[src/rtl/muldiv_pkg.sv]
// muldiv_pkg: md_op encodings, sequencer states and iteration count shared by
// muldiv_unit and its single-step datapath.
package muldiv_pkg;

    localparam logic [2:0] MD_MULT  = 3'd0;
    localparam logic [2:0] MD_MULTU = 3'd1;
    localparam logic [2:0] MD_DIV   = 3'd2;
    localparam logic [2:0] MD_DIVU  = 3'd3;
    localparam logic [2:0] MD_MTHI  = 3'd4;
    localparam logic [2:0] MD_MTLO  = 3'd5;

    localparam int MD_ITER = 32;

    typedef enum logic [1:0] {
        IDLE,
        CALC,
        FIX
    } md_state_e;

endpackage

[src/rtl/muldiv_step.sv]
// muldiv_step: one combinational iteration of shift-add multiply or, when
// MULDIV_DIV_EN is defined, one restoring-divide step.
module muldiv_step #(
    parameter int W = 32
) (
    input  logic [2*W-1:0] acc,
    input  logic [W-1:0]   operand,
`ifdef MULDIV_DIV_EN
    input  logic           is_div,
    output logic           q_bit,
`endif
    output logic [2*W-1:0] acc_next
);

    logic [W:0] mul_sum;
`ifdef MULDIV_DIV_EN
    logic [W-1:0] trial;
`endif

    // Multiply keeps the multiplier in the low half and shifts it out LSB-first;
    // divide keeps the dividend in the low half and shifts quotient bits in.
    always_comb begin
        mul_sum  = {1'b0, acc[2*W-1:W]} + (acc[0] ? {1'b0, operand} : {(W+1){1'b0}});
        acc_next = {mul_sum, acc[W-1:1]};
`ifdef MULDIV_DIV_EN
        q_bit = 1'b0;
        // A successful trial leaves a difference below the divisor, so W bits hold it.
        trial = {acc[2*W-2:W], acc[W-1]} - operand;
        if (is_div) begin
            q_bit    = ({acc[2*W-1:W], acc[W-1]} >= {1'b0, operand});
            acc_next = {q_bit ? trial : {acc[2*W-2:W], acc[W-1]}, acc[W-2:0], 1'b0};
        end
`endif
    end

endmodule

[src/rtl/muldiv_unit.sv]
// muldiv_unit: iterative MULT/MULTU/DIV/DIVU into HI/LO plus single-cycle MTHI/MTLO.
// Define MULDIV_DIV_EN to build the divide datapath; without it DIV/DIVU are no-ops.
module muldiv_unit
    import muldiv_pkg::*;
#(
    parameter int DATA_WIDTH = 32
) (
    input  logic                  clk,
    input  logic                  rst_n,
    input  logic [DATA_WIDTH-1:0] a_in,
    input  logic [DATA_WIDTH-1:0] b_in,
    input  logic [2:0]            md_op,
    input  logic                  start,
    output logic                  busy,
    output logic                  done,
    output logic [DATA_WIDTH-1:0] hi_out,
    output logic [DATA_WIDTH-1:0] lo_out
);

    localparam int W = DATA_WIDTH;

    md_state_e      state, state_next;
    logic [5:0]     cnt;
    logic [2*W-1:0] acc, acc_step, product;
    logic [W-1:0]   op_b, hi_q, lo_q, a_mag, b_mag;
    logic           neg_res, done_q;
    logic           signed_op, a_neg, b_neg, accept;
`ifdef MULDIV_DIV_EN
    logic           is_div, neg_rem, div_zero, q_bit, accept_div;
    logic [W-1:0]   a_orig, quo, rem;
`endif

    // Operand conditioning and acceptance, only meaningful while IDLE.
    always_comb begin
        signed_op = (md_op == MD_MULT);
        accept    = start && (state == IDLE) && ((md_op == MD_MULT) || (md_op == MD_MULTU));
`ifdef MULDIV_DIV_EN
        signed_op  = signed_op || (md_op == MD_DIV);
        accept_div = start && (state == IDLE) && ((md_op == MD_DIV) || (md_op == MD_DIVU));
        accept     = accept || accept_div;
`endif
        a_neg = signed_op && a_in[W-1];
        b_neg = signed_op && b_in[W-1];
        a_mag = a_neg ? -a_in : a_in;
        b_mag = b_neg ? -b_in : b_in;
    end

    always_ff @(posedge clk or negedge rst_n) begin
        if (!rst_n) state <= IDLE;
        else        state <= state_next;
    end

    always_comb begin
        state_next = state;
        busy       = (state != IDLE);
        case (state)
            IDLE:    if (accept) state_next = CALC;
            CALC:    if (cnt == 6'(MD_ITER - 1)) state_next = FIX;
            FIX:     state_next = IDLE;
            default: state_next = IDLE;
        endcase
    end

    muldiv_step #(.W(W)) u_step (
        .acc      (acc),
        .operand  (op_b),
`ifdef MULDIV_DIV_EN
        .is_div   (is_div),
        .q_bit    (q_bit),
`endif
        .acc_next (acc_step)
    );

    // Sign correction applied to the magnitude result in FIX.
    always_comb begin
        product = neg_res ? -acc : acc;
`ifdef MULDIV_DIV_EN
        quo = neg_res ? -acc[W-1:0] : acc[W-1:0];
        rem = neg_rem ? -acc[2*W-1:W] : acc[2*W-1:W];
`endif
    end

    always_ff @(posedge clk or negedge rst_n) begin
        if (!rst_n) begin
            cnt     <= '0;
            acc     <= '0;
            op_b    <= '0;
            neg_res <= 1'b0;
            hi_q    <= '0;
            lo_q    <= '0;
            done_q  <= 1'b0;
`ifdef MULDIV_DIV_EN
            is_div   <= 1'b0;
            neg_rem  <= 1'b0;
            div_zero <= 1'b0;
            a_orig   <= '0;
`endif
        end else begin
            done_q <= 1'b0;
            case (state)
                IDLE: begin
                    if (accept) begin
                        acc     <= {{W{1'b0}}, a_mag};
                        op_b    <= b_mag;
                        neg_res <= a_neg ^ b_neg;
                        cnt     <= '0;
`ifdef MULDIV_DIV_EN
                        is_div   <= accept_div;
                        neg_rem  <= a_neg;
                        div_zero <= (b_in == '0);
                        a_orig   <= a_in;
`endif
                    end else if (start && (md_op == MD_MTHI)) begin
                        hi_q <= a_in;
                    end else if (start && (md_op == MD_MTLO)) begin
                        lo_q <= a_in;
                    end
                end
                CALC: begin
                    cnt <= cnt + 6'd1;
`ifdef MULDIV_DIV_EN
                    acc <= {acc_step[2*W-1:1], acc_step[0] | q_bit};
`else
                    acc <= acc_step;
`endif
                end
                FIX: begin
                    done_q <= 1'b1;
`ifdef MULDIV_DIV_EN
                    if (is_div && div_zero) begin
                        lo_q <= '1;
                        hi_q <= a_orig;
                    end else if (is_div) begin
                        lo_q <= quo;
                        hi_q <= rem;
                    end else begin
                        hi_q <= product[2*W-1:W];
                        lo_q <= product[W-1:0];
                    end
`else
                    hi_q <= product[2*W-1:W];
                    lo_q <= product[W-1:0];
`endif
                end
                default: ;
            endcase
        end
    end

    assign done   = done_q;
    assign hi_out = hi_q;
    assign lo_out = lo_q;

endmodule

[config.mk]
export PLATFORM = sky130hd
export DESIGN_NAME = muldiv_unit
export DESIGN_NICKNAME = d
export VERILOG_FILES = /design/src/rtl/muldiv_pkg.sv /design/src/rtl/muldiv_step.sv /design/src/rtl/muldiv_unit.sv
export SDC_FILE = /design/constraint.sdc
export NUM_CORES = 1
export LEC_CHECK = 0
export ABC_AREA = 1
export BUFFER_PORTS_ARGS = -buffer_cell sky130_fd_sc_hd__buf_2
export CAP_MARGIN = 20
export CELL_PAD_IN_SITES_DETAIL_PLACEMENT = 1
export CELL_PAD_IN_SITES_GLOBAL_PLACEMENT = 2
export CORE_MARGIN = 2
export CORE_UTILIZATION = 32
export CTS_BUF_LIST = sky130_fd_sc_hd__clkbuf_16
export DETAILED_ROUTE_END_ITERATION = 8
export PLACE_DENSITY = 0.79
export REMOVE_ABC_BUFFERS = 1
export SYNTH_ARGS = -nofsm -noshare
export SYNTH_HDL_FRONTEND = slang
export SYNTH_HIERARCHICAL = 1
export SYNTH_SLANG_ARGS = --single-unit
[constraint.sdc]
create_clock -name clk -period 2.2 [get_ports clk]
set_input_delay 0.22 -clock clk [delete_from_list [all_inputs] [get_ports clk]]
set_output_delay 0.22 -clock clk [all_outputs]
set_load 0.01 [all_outputs]
; After elaboration in Yosys (flattened, before gate mapping)
; Index checks and enable logic that the tools add are counted.
[word_totals]
register_bits = 170
input_bits = 70
[op_classes]
addsub = 5
bitwise = 1
n_eq_ne = 12
reduce_logical = 17
mux = 19
[op_table]
columns = operator, n
row1 = $mux W32, 8
row2 = $mux W64, 2
row3 = $pmux W32 S2, 2
row4 = $pmux W64 S2, 1
row5 = $neg A32 Y32, 2
row6 = $neg A64 Y64, 1
row7 = $add A32 B33 Y33, 1
row8 = $pmux W6 S2, 1
row9 = $ne A2 B2 Y1 const B, 4
row10 = $add A6 B1 Y6 const B, 1
row11 = $eq A3 B3 Y1 const B, 2
row12 = $eq A6 B5 Y1 const B, 1
row13 = $logic_and A1 B1 Y1, 6
row14 = $mux W6, 1
row15 = $reduce_and A2 Y1, 3
row16 = $reduce_bool A2 Y1, 3
row17 = $mux W2, 2
row18 = $ne A2 B1 Y1 const B, 2
row19 = $pmux W2 S2, 1
row20 = $reduce_and A4 Y1, 1
row21 = $eq A3 B1 Y1 const B, 1
row22 = $logic_not A3 Y1, 1
row23 = $reduce_and A3 Y1, 1
row24 = $eq A2 B1 Y1 const B, 1
row25 = other kinds (5), 5

; Depth between registers and ports, before layout
[depth]
ltp_word = 6
depth_mapped = 16
depth_no_buf = 16

; Cells and area by module
; Netlist, hierarchy kept.
[modules_own_cells]
columns = module, area_per_inst_um2, cells_each, seq_area_each_um2, instances
row1 = muldiv_unit, 11055.6, 1696, 4254.1, 1
row2 = muldiv_step, 2870.3, 603, 0.0, 1

; Least setup slack after synthesis
; No wires, ideal clock.
[synth_path]
kind = register -> register
startpoint = reg acc[0]
endpoint = reg acc[60]
path_buffers = 1
synth_period_minus_slack_ps = 2051
setup_slack_ps = 149
stages_incl_launch_ff = 16
arrival_time_ps = 1918
t_required_ps = 2068
path_cell_list = dfrtp_1 clkbuf_1 nand2_1 inv_1 ha_1 or2_1 nand3_1 nand2_1 nand2_1 nand2_1 nand2_1 nand2_1 nand2_1 nand2_1 nand2_1 o21ai_0
[synth_via]
elab_chain_cells = 3
[synth_lines]
columns = item, line_no
row1 = start: declaration, muldiv_unit.sv:24  ; logic [2*W-1:0] acc, acc_step, product;
row2 = start signal: assignment, muldiv_unit.sv:103  ; acc <= {{W{1'b0}}, a_mag};
row3 = start signal: assignment, muldiv_unit.sv:124  ; acc <= acc_step;
row4 = $mux W32, muldiv_step.sv:23  ; mul_sum = {1'b0, acc[2*W-1:W]} + (acc[0] ? {1'b0, operand} : {(W+1){1'b0}});
row5 = $add A32 B33 Y33, muldiv_step.sv:23
row6 = named net acc_step[60], muldiv_unit.sv:24
row7 = $pmux W64 S2, muldiv_unit.sv:100  ; case (state)
; The timed path passes the listed nets, and every way through them passes these cells.
; A chain may end at the register's enable or synchronous reset.

; Worst setup path after layout
[layout_path]
startpoint = reg acc[0]
endpoint = reg acc[53]
; The elaborated chain is that of the path after synthesis.

==> flow_metrics.tcl <==
set metrics [dict create \
    numCtsBuffers 17 \
    drive_above_1_share 0.211 \
    io_pins 136 \
    hold_violations 0 \
    fmax_mhz 432 \
    cts_tree "yes" \
    clock_path_buffers 2 \
    synthArstFlopShare 1.00 \
    post_drt_wl_per_cell_um 20.6 \
    std_cell_rows 76 \
    crit_type "register to register" \
    drv_cap 0 \
    power_density_nw_per_um2 1280 \
    setup_slack_ps -117 \
    synth_top_cells_by_area "dfrtp_1, nand2_1, nor2_1, inv_1, nand3_1" \
    wirelength_um 64400 \
    viasPerCell 5.03 \
    status "finished with violations" \
    yosys-top-cells-count "nand2_1, nor2_1, inv_1, nand3_1, dfrtp_1" \
    switchingPower_uw 11200 \
    finalMaxSlewViolations 0 \
    path_common_cell "nand2_1" \
    grt_first_pass_wirelength_um 97100 \
    die_y_um 213 \
    ir_worst_vdd_v 0.000553 \
    vias 15700 \
    yosys_warnings 6 \
    grt_usage 0.289 \
    combPwrFrac 0.591 \
    synth_ff_type "dfrtp_1" \
    place_congestion 0.925 \
    setup_viol 8 \
    syn_area_um2 13900 \
    worstSetupEndpointType "register" \
    max_slew_margin 0.532 \
    period_minus_slack_ps 2320 \
    drtIter0Drc 913 \
    drt-pass1-iter-count 5 \
    antenna_found_initial 0 \
    hold_ws_ps 26.5 \
    initial_utilization 0.324 \
    ys_ff_latch 170 \
    grt_pass1_vias 16600 \
    path_cells "buf_4 -> nand2_1 -> inv_1 -> fa_2 -> buf_4 -> buf_4 -> nand2_1 -> nand3_2 -> nand2_1 -> nand2_2 -> nand2_1 -> nand2_1 -> nand2_1 -> nand2_1 -> nand2_1 -> o21ai_0" \
    hold_path_class "primary input to register" \
    rsz0062_at_grt "true" \
    internal-power_uw 11200 \
    htree_levels 4 \
    ys_seq_area_frac 0.305 \
    drt_drc_violations_left 0 \
    p_leak_uw 0.00896 \
    failed_checks "setup timing" \
    synth_edf_count 0 \
    fin_nets 2635 \
    insertion_delay_ps 510 \
    slowest_stage "dfrtp_2" \
    arrival_ps 2700 \
    area_growth_pct 26.5 \
    critPathMaxFanout 5 \
    synth_area_per_cell_um2 6.06 \
    grt-ovfl-total 0 \
    ant_nets 0 \
    seq_power_share 0.276 \
    numPortBuffers 135 \
    clock_power_share 0.133 \
    chipWidth_um 213 \
    cts.sinks 170 \
    hpwl_um 51800 \
    power.total_uw 22500 \
    cp-start-kind "register" \
    clk_pin_slew_ps 80 \
    cp.required_ps 2580 \
    yosysTopAreaCell "dfrtp_1" \
    tightest_slew_ps 702 \
    post-route-period-util 1.05 \
    synthCells 2299 \
    cts_root_buf "clkbuf_16" \
    grt_max_degree 61 \
    fin_worst_skew_ps 10.9 \
    synthMostInstantiatedCell "nand2_1" \
    synth_cell_types 45 \
    core-area_um2 43000 \
    slowest_delay_ps 460 \
    die_area_um2 45200 \
    swShare 0.500 \
    synth_top_area_frac 0.305 \
]
-- repair_timing --
action,4_1_cts,5_1_grt
pin swaps,10,19
setup buffers,3,5
hold buffers,3,0
endpoints found under the setup margin,46,62
endpoints found under the hold margin,45,0
gates cloned,1,0
gates resized for setup,76,113
-- layout make-up --
cell class	count	area [µm²]
Antenna cell	1	2.50
Clock buffer	17	425
Clock inverter	15	115
Fill cell	5713	25400
Inverter	296	1120
Multi-Input combinational cell	1740	8920
Sequential cell	170	4260
Tap cell	585	732
Timing Repair Buffer	303	2050
-- metrics by stage --
step / worst slack (ps) / instance area, µm² / std cells / TNS, ps / util
2_1_floorplan: -2210 / 13400 / 2205 / -173580 / -
3_3_place_gp: -242 / 16200 / 3082 / -2270 / 0.376
3_5_place_dp: -272 / 16200 / 3082 / -3830 / 0.376
4_1_cts: -88.5 / 17200 / 3121 / -393 / 0.399
5_1_grt: -247 / 17600 / 3126 / -3850 / 0.410
6_report: -117 / 17600 / 3127 / -375 / 0.410
-- registers in the layout, summed over array words and instances, names as in the netlist --
name	count
op_b	32
cnt	6
done	1
lo_out	32
state	2
hi_out	32
neg_res	1
acc	64
-- kinds of logic after synthesis --
| family | after synthesis | share of synthesized area |
|---|---|---|
| xor+xnor | 44 | 0.0277 |
| buf+inv | 390 | 0.115 |
| simple gates | 1375 | 0.407 |
| compound gates | 283 | 0.110 |
| fa+ha+maj | 37 | 0.0338 |
| flops | 170 | 0.305 |
-- critical path: cells and delay by family, from the launching register on --
family                     cells  cell delay [ps]
AOI/OAI and AO/OA              1               80
DFF                            1              460
buffers and inverters          4              560
adders and majority gates      1              360
and+or+nand+nor               10              720
-- layer usage --
metal | up-vias | share of wire | track usage
met5 | - | 0 | 0
met4 | 0 | 0.036 | 0.115
met3 | 94 | 0.030 | 0.0368
met2 | 301 | 0.50 | 0.518
met1 | 7652 | 0.43 | 0.348
li1 | 7689 | - | -
-- placed cells by master (no fill, tap or decap), types with 5 or more instances in the layout --
master	Yosys	final
ha_2	0	5
nor2_2	12	21
dfrtp_1	170	168
ha_4	0	24
inv_2	6	16
o211ai_1	11	11
nand2_2	10	46
buf_4	32	157
or2_2	6	6
nand2_1	706	664
a31oi_1	6	6
nand3_2	1	16
xor2_1	41	36
nor2_4	5	17
o221ai_1	7	7
nand3_1	189	172
inv_1	289	279
nand4_1	32	32
o21ai_1	4	12
nand2_4	3	9
buf_12	0	8
o21bai_1	6	6
nor3_1	18	15
buf_2	18	134
clkbuf_16	0	17
o21ai_0	126	115
a21oi_1	112	87
inv_6	0	6
ha_1	36	7
a21oi_2	0	24
nor2_1	383	363
-- power groups by stage --
stage | clock network (µW) | registers (µW) | logic [µW]
after floorplan | 0 | 5930 | 6190
after global placement | 0 | 6080 | 11700
after detailed placement | 0 | 6110 | 12000
after CTS | 3060 | 6130 | 12700
after global routing | 3180 | 6330 | 14700
final | 3000 | 6190 | 13300
-- path summary, 6_finish.rpt --
path,endpoint,slack (ps),depth (start not counted),start
min,acc[31]$_DFFE_PN0P_,30,3,a_in[31]
max in group asynchronous,acc[12]$_DFFE_PN0P_,1250,3,rst_n
max reg2reg,acc[53]$_DFFE_PN0P_,-120,16,acc[0]$_DFFE_PN0P_
min reg2reg,state[1]$_DFFE_PN0P_,440,1,cnt[5]$_DFFE_PN0P_
min in group asynchronous,lo_out[0]$_DFFE_PN0P_,240,2,rst_n
max,acc[53]$_DFFE_PN0P_,-120,16,acc[0]$_DFFE_PN0P_
Note: power is estimated with default switching activity, not from simulation.
